==> config.mk <==
export PLATFORM = sky130hd
export DESIGN_NAME = im_arbiter
export DESIGN_NICKNAME = d
export VERILOG_FILES = /design/src/rtl/im_arbiter.sv
export SDC_FILE = /design/constraint.sdc
export NUM_CORES = 1
export LEC_CHECK = 0
export ABC_AREA = 1
export CORE_AREA = 2 2 111 59
export CTS_BUF_LIST = sky130_fd_sc_hd__clkbuf_4 sky130_fd_sc_hd__clkbuf_8 sky130_fd_sc_hd__clkbuf_16
export CTS_CLUSTER_DIAMETER = 200
export CTS_CLUSTER_SIZE = 30
export DETAILED_ROUTE_END_ITERATION = 8
export DIE_AREA = 0 0 113 61
export GPL_ROUTABILITY_DRIVEN = 0
export PLACE_DENSITY = 0.87
export REMOVE_ABC_BUFFERS = 1
export SYNTH_ARGS = -nofsm -noshare
export SYNTH_HDL_FRONTEND = slang
export SYNTH_SLANG_ARGS = --single-unit
export TNS_END_PERCENT = 1
==> constraint.sdc <==
create_clock -name clk -period 5.11 [get_ports clk]
set_input_delay 0.511 -clock clk [delete_from_list [all_inputs] [get_ports clk]]
set_output_delay 0.511 -clock clk [all_outputs]
set_load 0.05 [all_outputs]
==> src/rtl/im_arbiter.sv <==
// Fetch/debug arbiter for the instruction-memory read port, with byte-to-word address checking.
// Grant is combinational; the response follows one cycle after the grant. Fetch has priority, and a starvation counter lets debug through.
module im_arbiter #(
   parameter int unsigned ADDR_W       = 12,
   parameter logic [31:0] BASE_ADDR    = 32'h0000_3000,
   parameter int unsigned STARVE_LIMIT = 4
) (
   input  logic              clk,
   input  logic              reset,
   input  logic              f_req,
   input  logic [31:0]       f_addr,
   output logic              f_gnt,
   output logic              f_rvalid,
   output logic [31:0]       f_rdata,
   output logic              f_err,
   input  logic              d_req,
   input  logic [31:0]       d_addr,
   output logic              d_gnt,
   output logic              d_rvalid,
   output logic [31:0]       d_rdata,
   output logic              d_err,
   output logic              mem_en,
   output logic [ADDR_W-1:0] mem_idx,
   input  logic [31:0]       mem_rdata
);

   localparam logic [3:0] LIMIT = 4'(STARVE_LIMIT);

   logic [29:0]       w_f_word, w_d_word;
   logic              w_f_bad, w_d_bad, w_d_win, w_gnt_bad;
   logic              r_pend_valid, r_owner_d, r_pend_err;
   logic [3:0]        r_starve_cnt;

   // Below-base addresses wrap to huge offsets, but the explicit compare keeps them bad for any BASE_ADDR.
   assign w_f_word = 30'((f_addr - BASE_ADDR) >> 2);
   assign w_d_word = 30'((d_addr - BASE_ADDR) >> 2);
   assign w_f_bad  = (f_addr < BASE_ADDR) | (|w_f_word[29:ADDR_W]) | (|f_addr[1:0]);
   assign w_d_bad  = (d_addr < BASE_ADDR) | (|w_d_word[29:ADDR_W]) | (|d_addr[1:0]);

   assign w_d_win = d_req & (r_starve_cnt == LIMIT);
   assign f_gnt   = f_req & ~w_d_win;
   assign d_gnt   = d_req & (w_d_win | ~f_req);

   always_comb begin
      mem_en    = 1'b0;
      mem_idx   = '0;
      w_gnt_bad = 1'b0;
      if (f_gnt) begin
         mem_en    = ~w_f_bad;
         mem_idx   = w_f_bad ? '0 : w_f_word[ADDR_W-1:0];
         w_gnt_bad = w_f_bad;
      end else if (d_gnt) begin
         mem_en    = ~w_d_bad;
         mem_idx   = w_d_bad ? '0 : w_d_word[ADDR_W-1:0];
         w_gnt_bad = w_d_bad;
      end
   end

   always_ff @(posedge clk or negedge reset) begin
      if (!reset) begin
         r_pend_valid <= 1'b0;
         r_owner_d    <= 1'b0;
         r_pend_err   <= 1'b0;
         r_starve_cnt <= 4'd0;
      end else begin
         r_pend_valid <= f_gnt | d_gnt;
         r_owner_d    <= d_gnt;
         r_pend_err   <= w_gnt_bad;
         if (!d_req || d_gnt)
            r_starve_cnt <= 4'd0;
         else if (r_starve_cnt != LIMIT)
            r_starve_cnt <= r_starve_cnt + 4'd1;
      end
   end

   assign f_rvalid = r_pend_valid & ~r_owner_d;
   assign d_rvalid = r_pend_valid & r_owner_d;
   assign f_err    = f_rvalid & r_pend_err;
   assign d_err    = d_rvalid & r_pend_err;
   assign f_rdata  = (f_rvalid & ~r_pend_err) ? mem_rdata : 32'd0;
   assign d_rdata  = (d_rvalid & ~r_pend_err) ? mem_rdata : 32'd0;

endmodule

== After elaboration in Yosys (flattened, before gate mapping) ==
Cells that the tools add are included.

* Flip-flop bits (word level): 7
* Word-level logic and storage cells: 51
* Input port bits: 100
* Output and inout bits: 83

* $add $sub $neg: 3
* Equality and inequality tests: 2
* $lt $le $gt $ge: 2
* Reduce and logical (&&, ||, !) cells: 7
* Bitwise logic cells: 21
* Multiplexer cells: 12

{| class="wikitable"
|+ Operator list
! kind !! count
|-
| 32-bit by 14-bit < comparator with 1-bit output, second input constant || 2
|-
| 32-bit two-way mux || 2
|-
| 32-bit by 14-bit subtractor with 32-bit output, second input constant || 2
|-
| 12-bit two-way mux || 4
|-
| 18-bit OR reduction || 2
|-
| 1-bit bitwise AND || 9
|-
| 4-bit two-way mux || 2
|-
| 1-bit NOT || 6
|-
| 1-bit bitwise OR || 6
|-
| 4-bit by 1-bit adder with 4-bit output, second input constant || 1
|-
| 4-bit by 3-bit == test with 1-bit output, second input constant || 1
|-
| 1-bit two-way mux || 4
|-
| 4-bit by 3-bit != test with 1-bit output, second input constant || 1
|-
| 2-bit OR reduction || 2
|-
| 2-bit nonzero test || 1
|-
| 1-bit zero test || 1
|-
| 1-bit logical OR || 1
|}

== Longest topological paths before layout ==
* Word-level depth: 7
* Mapped depth: 13

== Least setup slack after synthesis ==
OpenSTA, ideal clock, no wires.

* Path type: reg-to-output
* Start point: register r_starve_cnt[0]
* End point: output mem_idx[10]
* Path slack: 2.291 ns
* Buffers on the path: 1
* Required time: 4.599 ns
* Arrival: 2.308 ns
* Stages on the path, launching flop included: 13
* Cell sequence: dfrtp_1 -> inv_1 -> ha_1 -> nand2_1 -> inv_1 -> a31oi_2 -> nand3_1 -> nor2_1 -> nand3b_1 -> nor2_2 -> buf_4 -> nand4_1 -> nand2_1

* Elaborated cells between the ends (all ways): 8
* Classes of those cells: eq/ne (1); mux (2); bitwise (5)

{| class="wikitable"
|+ RTL lines
! element !! line !! RTL
|-
| start: declaration || 32 || <nowiki>logic [3:0] r_starve_cnt;</nowiki>
|-
| start signal: assignment || 72 || <nowiki>r_starve_cnt <= r_starve_cnt + 4'd1;</nowiki>
|-
| 4-bit by 3-bit == test with 1-bit output || 40 || <nowiki>assign w_d_win = d_req & (r_starve_cnt == LIMIT);</nowiki>
|-
| 1-bit bitwise AND || 40 ||
|-
| 1-bit NOT || 41 || <nowiki>assign f_gnt = f_req & ~w_d_win;</nowiki>
|-
| 1-bit bitwise AND || 41 ||
|-
| via f_gnt || 12 || <nowiki>output logic f_gnt,</nowiki>
|-
| 12-bit two-way mux || 48 || <nowiki>if (f_gnt) begin</nowiki>
|-
| end: declaration || 23 || <nowiki>output logic [ADDR_W-1:0] mem_idx,</nowiki>
|}

The timed path passes the listed nets, and every way through them passes these cells.

== Final worst setup path ==
* Start point: input f_addr[12]
* End point: output mem_idx[3]

* Word-level cells in the longest chain between the ends: 6
* Elaborated cells between the ends (all ways): 7
* Classes of those cells: add/sub (1); order compare (1); mux (2); bitwise (2); reduce/logical (1)

{| class="wikitable"
|+ Ends and longest elaborated chain
! element !! line !! RTL
|-
| start: declaration || 11 || <nowiki>input logic [31:0] f_addr,</nowiki>
|-
| 32-bit by 14-bit subtractor with 32-bit output || 35 || <nowiki>assign w_f_word = 30'((f_addr - BASE_ADDR) >> 2);</nowiki>
|-
| 18-bit OR reduction || 37 || <nowiki>assign w_f_bad = (f_addr < BASE_ADDR) | (|w_f_word[29:ADDR_W]) | (|f_addr[1:0]);</nowiki>
|-
| 1-bit bitwise OR * (2 in series) || 37 ||
|-
| 12-bit two-way mux * || 50 || <nowiki>mem_idx = w_f_bad ? '0 : w_f_word[ADDR_W-1:0];</nowiki>
|-
| 12-bit two-way mux * || 48 ||
|}

Mark *: on every way between the ends. The rest lies on a longest branch, timed or not.

==> results.ini <==
[drt]
drt.antenna.violating_nets=0
drc=9
dr.first_iter.drc_count=304
dr.pass1.iters=9
viasPerCell=4.77
vias=3105
wl_per_cell_um=14.1
drt-total-wl_um=9160

[clocking]
cts_hold_buf=0
clock-sinks=7
root_buffer=clkbuf_16
clkTransAtPathRegs_ns=0.03
htreeDepth=1
cts_tree=yes
clk_latency_ns=0.23
numCtsBuffers=3
post-cts-setup-buffers=0
cts_resized=0
cts_buffer_depth=2

[synth]
synthFlopType=dfrtp_1
async_flop_share_pct=100
synth_top_area_share_pct=24.5
avgSynthCellArea_um2=4.90
yosysMostFrequentCell=nor2_1
synth-edff-count=0
yosys.area.top_type=nor2_1
ys_warn_count=0
synth_cell_type_count=29
synth_commonest_cells=nor2_1 (128), nand2_1 (86), inv_1 (68)
synth_cells=400
syn_area_mm2=0.00196
synth-seq-area-share_pct=8.93
synth_area_leaders=nor2_1 (24%), nand2_1 (16%), inv_1 (13%), dfrtp_1 (8.9%), nand4_1 (8.3%)
ys_ff_latch=7

[sta]
worst_slew_pin_slew_ns=1.05
rsz0062_at_grt=false
timing.fmax_mhz=236
holdWs_ns=0.484
fin_crit_sh_pct=83.0
finalSetupTns_ns=0
setup_viol=0
finClkSkew_ns=0.00146
final.min_clock_period_ns=4.24
hold_violations=0
slew_viol_final=0
maxSlewHeadroom_pct=29.6

[critical_path]
crit_family=simple AND/OR/NAND/NOR gates
crit_chain=clkdlybuf4s50_1 > ha_1 > nor2_1 > nand3_1 > nor2_1 > nand2_1 > nand2_1 > nand4_1 > nor2_1 > nand4_1 > nand2_1 > clkdlybuf4s50_1
arrival_ns=3.73
cpPeakStageDelay_ns=0.80
crit_buf_inv=2
worstSetupPathType=in2out
cp.required_ns=4.60
critPathMaxFanout=13
worst_setup_path_start_kind=input port
crit_path_end_kind=output port
slowest_stage=clkdlybuf4s50_1

[global_route]
antenna_found_initial=0
grt_pass1_vias=2770
grt_usage_pct=25.4
grt-ovfl-total=0
grt_pass1_wl_um=13800
grt_max_degree=33

[hold_path]
hp-class=reg2reg

[place]
portBuffers=182
hpwl_um=7970

[layout]
final_layout_size_suffix_gt1_share_pct=5.05
syn2layout_area_growth_pct=98.5
nFillCells=540
nets=679
n_antenna_cell=0

[die]
die_h_um=61
die-area_mm2=0.00689
io_pins=183
initial_core_util_pct=33.2
coreArea_mm2=0.00591
core.rowCount=20
die_x_um=113

[run_status]
status=finished, violations left
failed_checks=design-rule violations

[power_and_ir_drop]
cellLeakagePower_nw=1.77
p_per_area_mw_per_mm2=113
peakVddDrop_v=0.0000972

[job]
drv_cap=0

-- worst paths after layout --
check	start	end	slack, ns	cells past startpoint
worst max-delay path	f_addr[12]	mem_idx[3]	0.87	12
worst min-delay path	r_starve_cnt[0]$_DFFE_PN0P_	r_starve_cnt[0]$_DFFE_PN0P_	0.48	1
worst max register to register	r_starve_cnt[0]$_DFFE_PN0P_	r_pend_err$_DFF_PN0_	2.79	12
worst min register to register	r_starve_cnt[0]$_DFFE_PN0P_	r_starve_cnt[0]$_DFFE_PN0P_	0.48	1
max in group asynchronous	reset	r_owner_d$_DFF_PN0_	4.34	1
min in group asynchronous	reset	r_starve_cnt[3]$_DFFE_PN0P_	0.54	1
-- worst reg2reg max path, delay by kind of cell (launching register included) --
kind,cells,cell delay (ns)
buffers and inverters,2,0.11
AO/OA/AOI/OAI,1,0.30
AND/OR/NAND/NOR,8,1.23
adder cells (fa/ha/maj),1,0.18
flip-flops,1,0.38
-- per-layer routing --
layer	up-vias	track usage [%]	share of wire [%]
met3	12	4.60	8.7
met1	1360	34.8	45
met5	-	0	0
met4	0	4.01	1.5
li1	1572	-	-
met2	161	43.5	45
-- where the power goes --
group	leakage [nW]	switching [mW]	internal, mW
Sequential	0.0882	0.00132	0.0578
Clock	0.0416	0.0266	0.109
Combinational	1.64	0.135	0.112
Total	1.77	0.162	0.279
-- flip-flops by register name, indices dropped and copies added (netlist names) --
name / flops
r_owner_d: 1
r_pend_err: 1
r_starve_cnt: 4
r_pend_valid: 1
-- metrics by stage --
step | worst slack (ns) | std cells | cell area (µm²) | total power, mW | utilization [%]
after global placement | 1.08 | 647 | 3810 | 0.302 | 64.5
after detailed placement | 0.894 | 647 | 3810 | 0.305 | 64.5
after CTS | 0.897 | 651 | 3890 | 0.443 | 65.9
final | 0.869 | 651 | 3890 | 0.441 | 65.9
after floorplan | 1.86 | 388 | 1890 | 0.174 | -
after global routing | 0.593 | 651 | 3890 | 0.467 | 65.9
-- layout by cell type (no fill, tap or decap) --
cell | Yosys | routed
a21oi_1 | 1 | 1
nor2_1 | 128 | 128
o21ai_0 | 4 | 4
inv_1 | 68 | 68
nor3_1 | 3 | 3
a21boi_0 | 1 | 1
nand4_1 | 26 | 26
clkdlybuf4s50_1 | 0 | 182
nand3b_1 | 6 | 6
nand3_2 | 3 | 3
nand3_1 | 19 | 19
xor2_1 | 6 | 6
clkbuf_4 | 0 | 1
clkbuf_16 | 0 | 3
nand2_1 | 86 | 86
or2_2 | 2 | 2
nor2b_1 | 1 | 1
nor2_4 | 1 | 1
o21ai_1 | 1 | 1
nor2_2 | 14 | 14
ha_1 | 4 | 4
a31oi_2 | 1 | 1
nand2_2 | 2 | 2
inv_2 | 1 | 1
dfrtp_1 | 7 | 7
o21ai_2 | 1 | 1
xnor2_1 | 1 | 1
o21bai_1 | 1 | 1
-- final cells by class --
cell class	count	area (µm²)	share of cell area [%]
Tap cell	77	96.3	2.47
Inverter	69	259	6.65
Clock buffer	4	82.6	2.12
Sequential cell	7	175	4.50
Timing Repair Buffer	182	1820	46.8
Multi-Input combinational cell	312	1460	37.5
-- cell families (layout without fill, tap and decap cells) --
family / Yosys count / in the layout / synth area share (%)
buffers and inverters: 81 / 255 / 16.7
flip-flops: 7 / 7 / 8.93
AO/OA/AOI/OAI: 10 / 10 / 3.38
adder cells (fa/ha/maj): 4 / 4 / 2.55
XOR/XNOR: 7 / 7 / 3.13
AND/OR/NAND/NOR: 291 / 291 / 65.3
(Power assumes the default switching activity.)
==> variant 1, RTL diff (same flow settings) <==
The parameter `ADDR_W` goes from 12 to 10.
--- a/src/rtl/im_arbiter.sv
+++ b/src/rtl/im_arbiter.sv
@@ -1,7 +1,7 @@
 // Fetch/debug arbiter for the instruction-memory read port, with byte-to-word address checking.
 // Grant is combinational; the response follows one cycle after the grant. Fetch has priority, and a starvation counter lets debug through.
 module im_arbiter #(
-   parameter int unsigned ADDR_W       = 12,
+   parameter int unsigned ADDR_W       = 10,
    parameter logic [31:0] BASE_ADDR    = 32'h0000_3000,
    parameter int unsigned STARVE_LIMIT = 4
 ) (
Interface: changed (resized mem_idx); port bits go from 183 to 181. The function was not compared with the original's and may differ.
==> variant 1 against the unedited design <==
  * The run still ends with design-rule violations left
  * Routed wire length is 20% lower
  * Synthesized cell count down 14%
  * Critical path depth fell by 1
  * Clock skew up 0.0017 ns
  * Total power is 4.3% lower
  * Sequential cell count unchanged
  * Area after synthesis decreased by 18%
  * Count of clock-buffer cells in the layout unchanged
  * Design area decreased by 8.9%
  * Setup slack better by 0.16 ns
  * Critical path type unchanged
  * Hold slack gained 0.015 ns
==> variant 1: results (changes against the unedited design) <==
- The total number of multi-input combinational cells is 267 (-14%).
- The DRC violation count after routing is 10 (+1).
- The cell count after synthesis is 346 (-14%).
- The final core area utilization is 60.1% (-5.9 points).
- The detail-routed via count per cell is 4.51 (-5.5%).
- The number of filler cells placed in the layout is 550 (+1.9%).
- The total number of nets in the final design was 624 (-8.1%).
- The actual slew at the worst max-slew pin is 1.03 ns (-0.0192 ns).
- The number of DRC violations after detailed-routing iteration 0 came to 176 (-42%).
- The final instance count without filler cells is 598 (-8.1%).
- The startpoint of the most critical setup path is d_addr[22].
- The count of placed standard cells including taps is 594 (-8.2%).
- The post-synthesis share of cell area spent on xor and xnor gates is 1.63% (-1.5 points).
- The via count of the first global-routing pass is 2390 (-14%).
- The final reports fail on design-rule violations.
- The layout inverter count without the clock tree is 63 (-8.7%).
- The routing usage on met1 came to 25.7% (-9.2 points).
- The switching power is 0.149 mW (-8.4%).
- The global-route total usage across every layer is 20.0% (-5.4 points).
- The area fraction in compound gates after synthesis is 2.56% (-0.82 points).
- The met1 routed wirelength after detailed routing came to 3110 um (-25%).
- The combinational cell power is 0.226 mW (-8.5%).
- The arrival time reported for the critical path endpoint is 3.57 ns (-0.16 ns).
- The minimum clock period after layout is 4.08 ns (-0.160 ns).
- The flow ran to the end, but the final reports show violations.
- Ranked by total cell area, the synthesized netlist is headed by nor2_1 29%, nand2_1 20%, inv_1 14%.
- The post-placement cell area came to 0.00346 mm2 (-9.1%).
- The routed wire length on met3 is 561 um (-30%).
- The distinct cell type count of the synthesized netlist is 25 (-14%).
- The non-clock buffer share of cell area is 50.8% (+4.0 points).
- The post-detailed-placement half-perimeter wirelength is 6350 um (-20%).
==> variant 1: worst min path at each step <==
stage,from,to,slack [ns],cells past startpoint
global route,r_starve_cnt[0]$_DFFE_PN0P_,r_starve_cnt[0]$_DFFE_PN0P_,0.55,1
floorplan,reset,r_owner_d$_DFF_PN0_,0.22,0
CTS,r_starve_cnt[0]$_DFFE_PN0P_,r_starve_cnt[0]$_DFFE_PN0P_,0.51,1
finish,r_starve_cnt[0]$_DFFE_PN0P_,r_starve_cnt[0]$_DFFE_PN0P_,0.50,1
global placement,r_starve_cnt[0]$_DFFE_PN0P_,r_starve_cnt[0]$_DFFE_PN0P_,0.48,1
detailed placement,r_starve_cnt[0]$_DFFE_PN0P_,r_starve_cnt[0]$_DFFE_PN0P_,0.50,1
==> variant 2, RTL diff (same settings) <==
Made on the original files. Make the reset (`reset`) synchronous in one clocked block.
--- a/src/rtl/im_arbiter.sv
+++ b/src/rtl/im_arbiter.sv
@@ -56,7 +56,7 @@
       end
    end
 
-   always_ff @(posedge clk or negedge reset) begin
+   always_ff @(posedge clk) begin
       if (!reset) begin
          r_pend_valid <= 1'b0;
          r_owner_d    <= 1'b0;
Check against the original RTL: differs if reset is asserted again (counterexample within 4 cycles, from zero or initial values and one cycle with reset low); with reset held inactive, the same outputs for 10 cycles.
==> variant 2 against the unedited design <==
  * Area after synthesis is 3.1% lower
  * Via count is 3.3% lower
  * First-iteration DRC count is 12% lower
  * Critical path depth is 2 higher
  * The flow still finishes with violations (design-rule violations)
  * Routed wire length is 7.7% lower
  * Total power is 2.7% higher
  * Utilization is 0.57 points lower
  * Register-to-register slack better by 0.79 ns
  * Sequential cell count stayed put
  * Setup slack better by 0.20 ns
  * Design area is 0.87% lower
  * Highest routed layer unchanged
==> variant 2: results (changes against the unedited design) <==
- The arrival time reported for the critical path endpoint came to 3.53 ns (-0.20 ns).
- In this run the critical register-to-register path is captured at r_pend_err$_SDFF_PN0_.
- The most instantiated flip-flop cell in the synthesis netlist is dfxtp_1.
- The total number of nets in the final design was 687 (+1.2%).
- The launch point of the worst reg-to-reg path is r_starve_cnt[0]$_SDFFE_PP0P_.
- The routed wire length on met3 is 607 um (-24%).
- The total number of multi-input combinational cells is 319 (+2.2%).
- The non-clock buffer share of cell area is 47.2% (+0.41 points).
- The combined area of the multi-input logic cells is 0.00146 mm2 (-0.17%).
- The DRC violation count after routing is 4 (-5).
- The met2 wirelength from detailed routing came to 3880 um (-5.3%).
- The headroom to the max-slew limit came to 28.5% (-1.2 points).
- The via count of the first global-routing pass was 2667 (-3.7%).
- The number of DRC violations after detailed-routing iteration 0 was 268 (-12%).
- The number of detailed-route iterations in the first pass was 6 (-3).
- The post-detailed-placement half-perimeter wirelength is 7340 um (-7.9%).
- The final reports fail on design-rule violations.
- The number of filler cells placed in the layout is 571 (+5.7%).
- The worst setup path endpoint is mem_idx[10].
- The final sequential cell count is 7 (unchanged).
- The power density normalized to cell area is 117 mW/mm2 (+3.6%).
- The static power due to leakage is 1.76 nW (-0.42%).
- The pre-CTS worst setup slack was 1.06 ns (+0.165 ns).
- The flow ran to the end, but the final reports show violations.
- The wire length of the first global-routing pass is 12400 um (-10%).
- The minimum clock period after layout was 4.04 ns (-0.199 ns).
- The switching power is 0.171 mW (+5.2%).
- The average detailed-routed wire length per instance is 12.8 um (-8.8%).
- The distinct cell type count of the synthesized netlist was 28 (-3.4%).
- The post-synthesis area per instance is 4.70 um2 (-4.1%).
- The power of the sequential group was 0.0578 mW (-2%).
- The area fraction in compound gates after synthesis is 6.65% (+3.3 points).
- The fraction of area in clock buffers and inverters is 2.14% (+0.019 points).
- The largest clock skew in the final design came to 0.00119 ns (-0.000271 ns).
- The met1 routed wirelength after detailed routing was 3910 um (-5.3%).
- The register area is 140 um2 (-20%).
- After synthesis, the most frequently instantiated cells are 118 x nand2_1, 116 x nor2_1, 63 x inv_1, 21 x nand3_1, 12 x nor2_2.
- The fraction of layout cells with a size suffix above 1 is 6.19% (+1.1 points).
- The layout inverter count without the clock tree was 70 (+1.4%).
## variant 2: changes by cell type in the layout (fill, tap and decap cells not counted), sizes merged, moves of 6 or more
cell and delta:
a21oi +6, dfrtp -7, dfxtp +7, nand2 +31, nand4 -23, nor2 -9
o21ai +7
## variant 2: worst min path at each step
stage,end,cells after the start,from,slack (ns)
finish,r_starve_cnt[1]$_SDFFE_PP0P_,2,r_starve_cnt[1]$_SDFFE_PP0P_,0.52
CTS,r_starve_cnt[1]$_SDFFE_PP0P_,2,r_starve_cnt[1]$_SDFFE_PP0P_,0.52
detailed placement,r_starve_cnt[1]$_SDFFE_PP0P_,2,r_starve_cnt[1]$_SDFFE_PP0P_,0.52
floorplan,r_starve_cnt[0]$_SDFFE_PP0P_,2,r_starve_cnt[0]$_SDFFE_PP0P_,0.47
global route,r_starve_cnt[1]$_SDFFE_PP0P_,2,r_starve_cnt[1]$_SDFFE_PP0P_,0.56
global placement,r_starve_cnt[0]$_SDFFE_PP0P_,2,r_starve_cnt[0]$_SDFFE_PP0P_,0.50
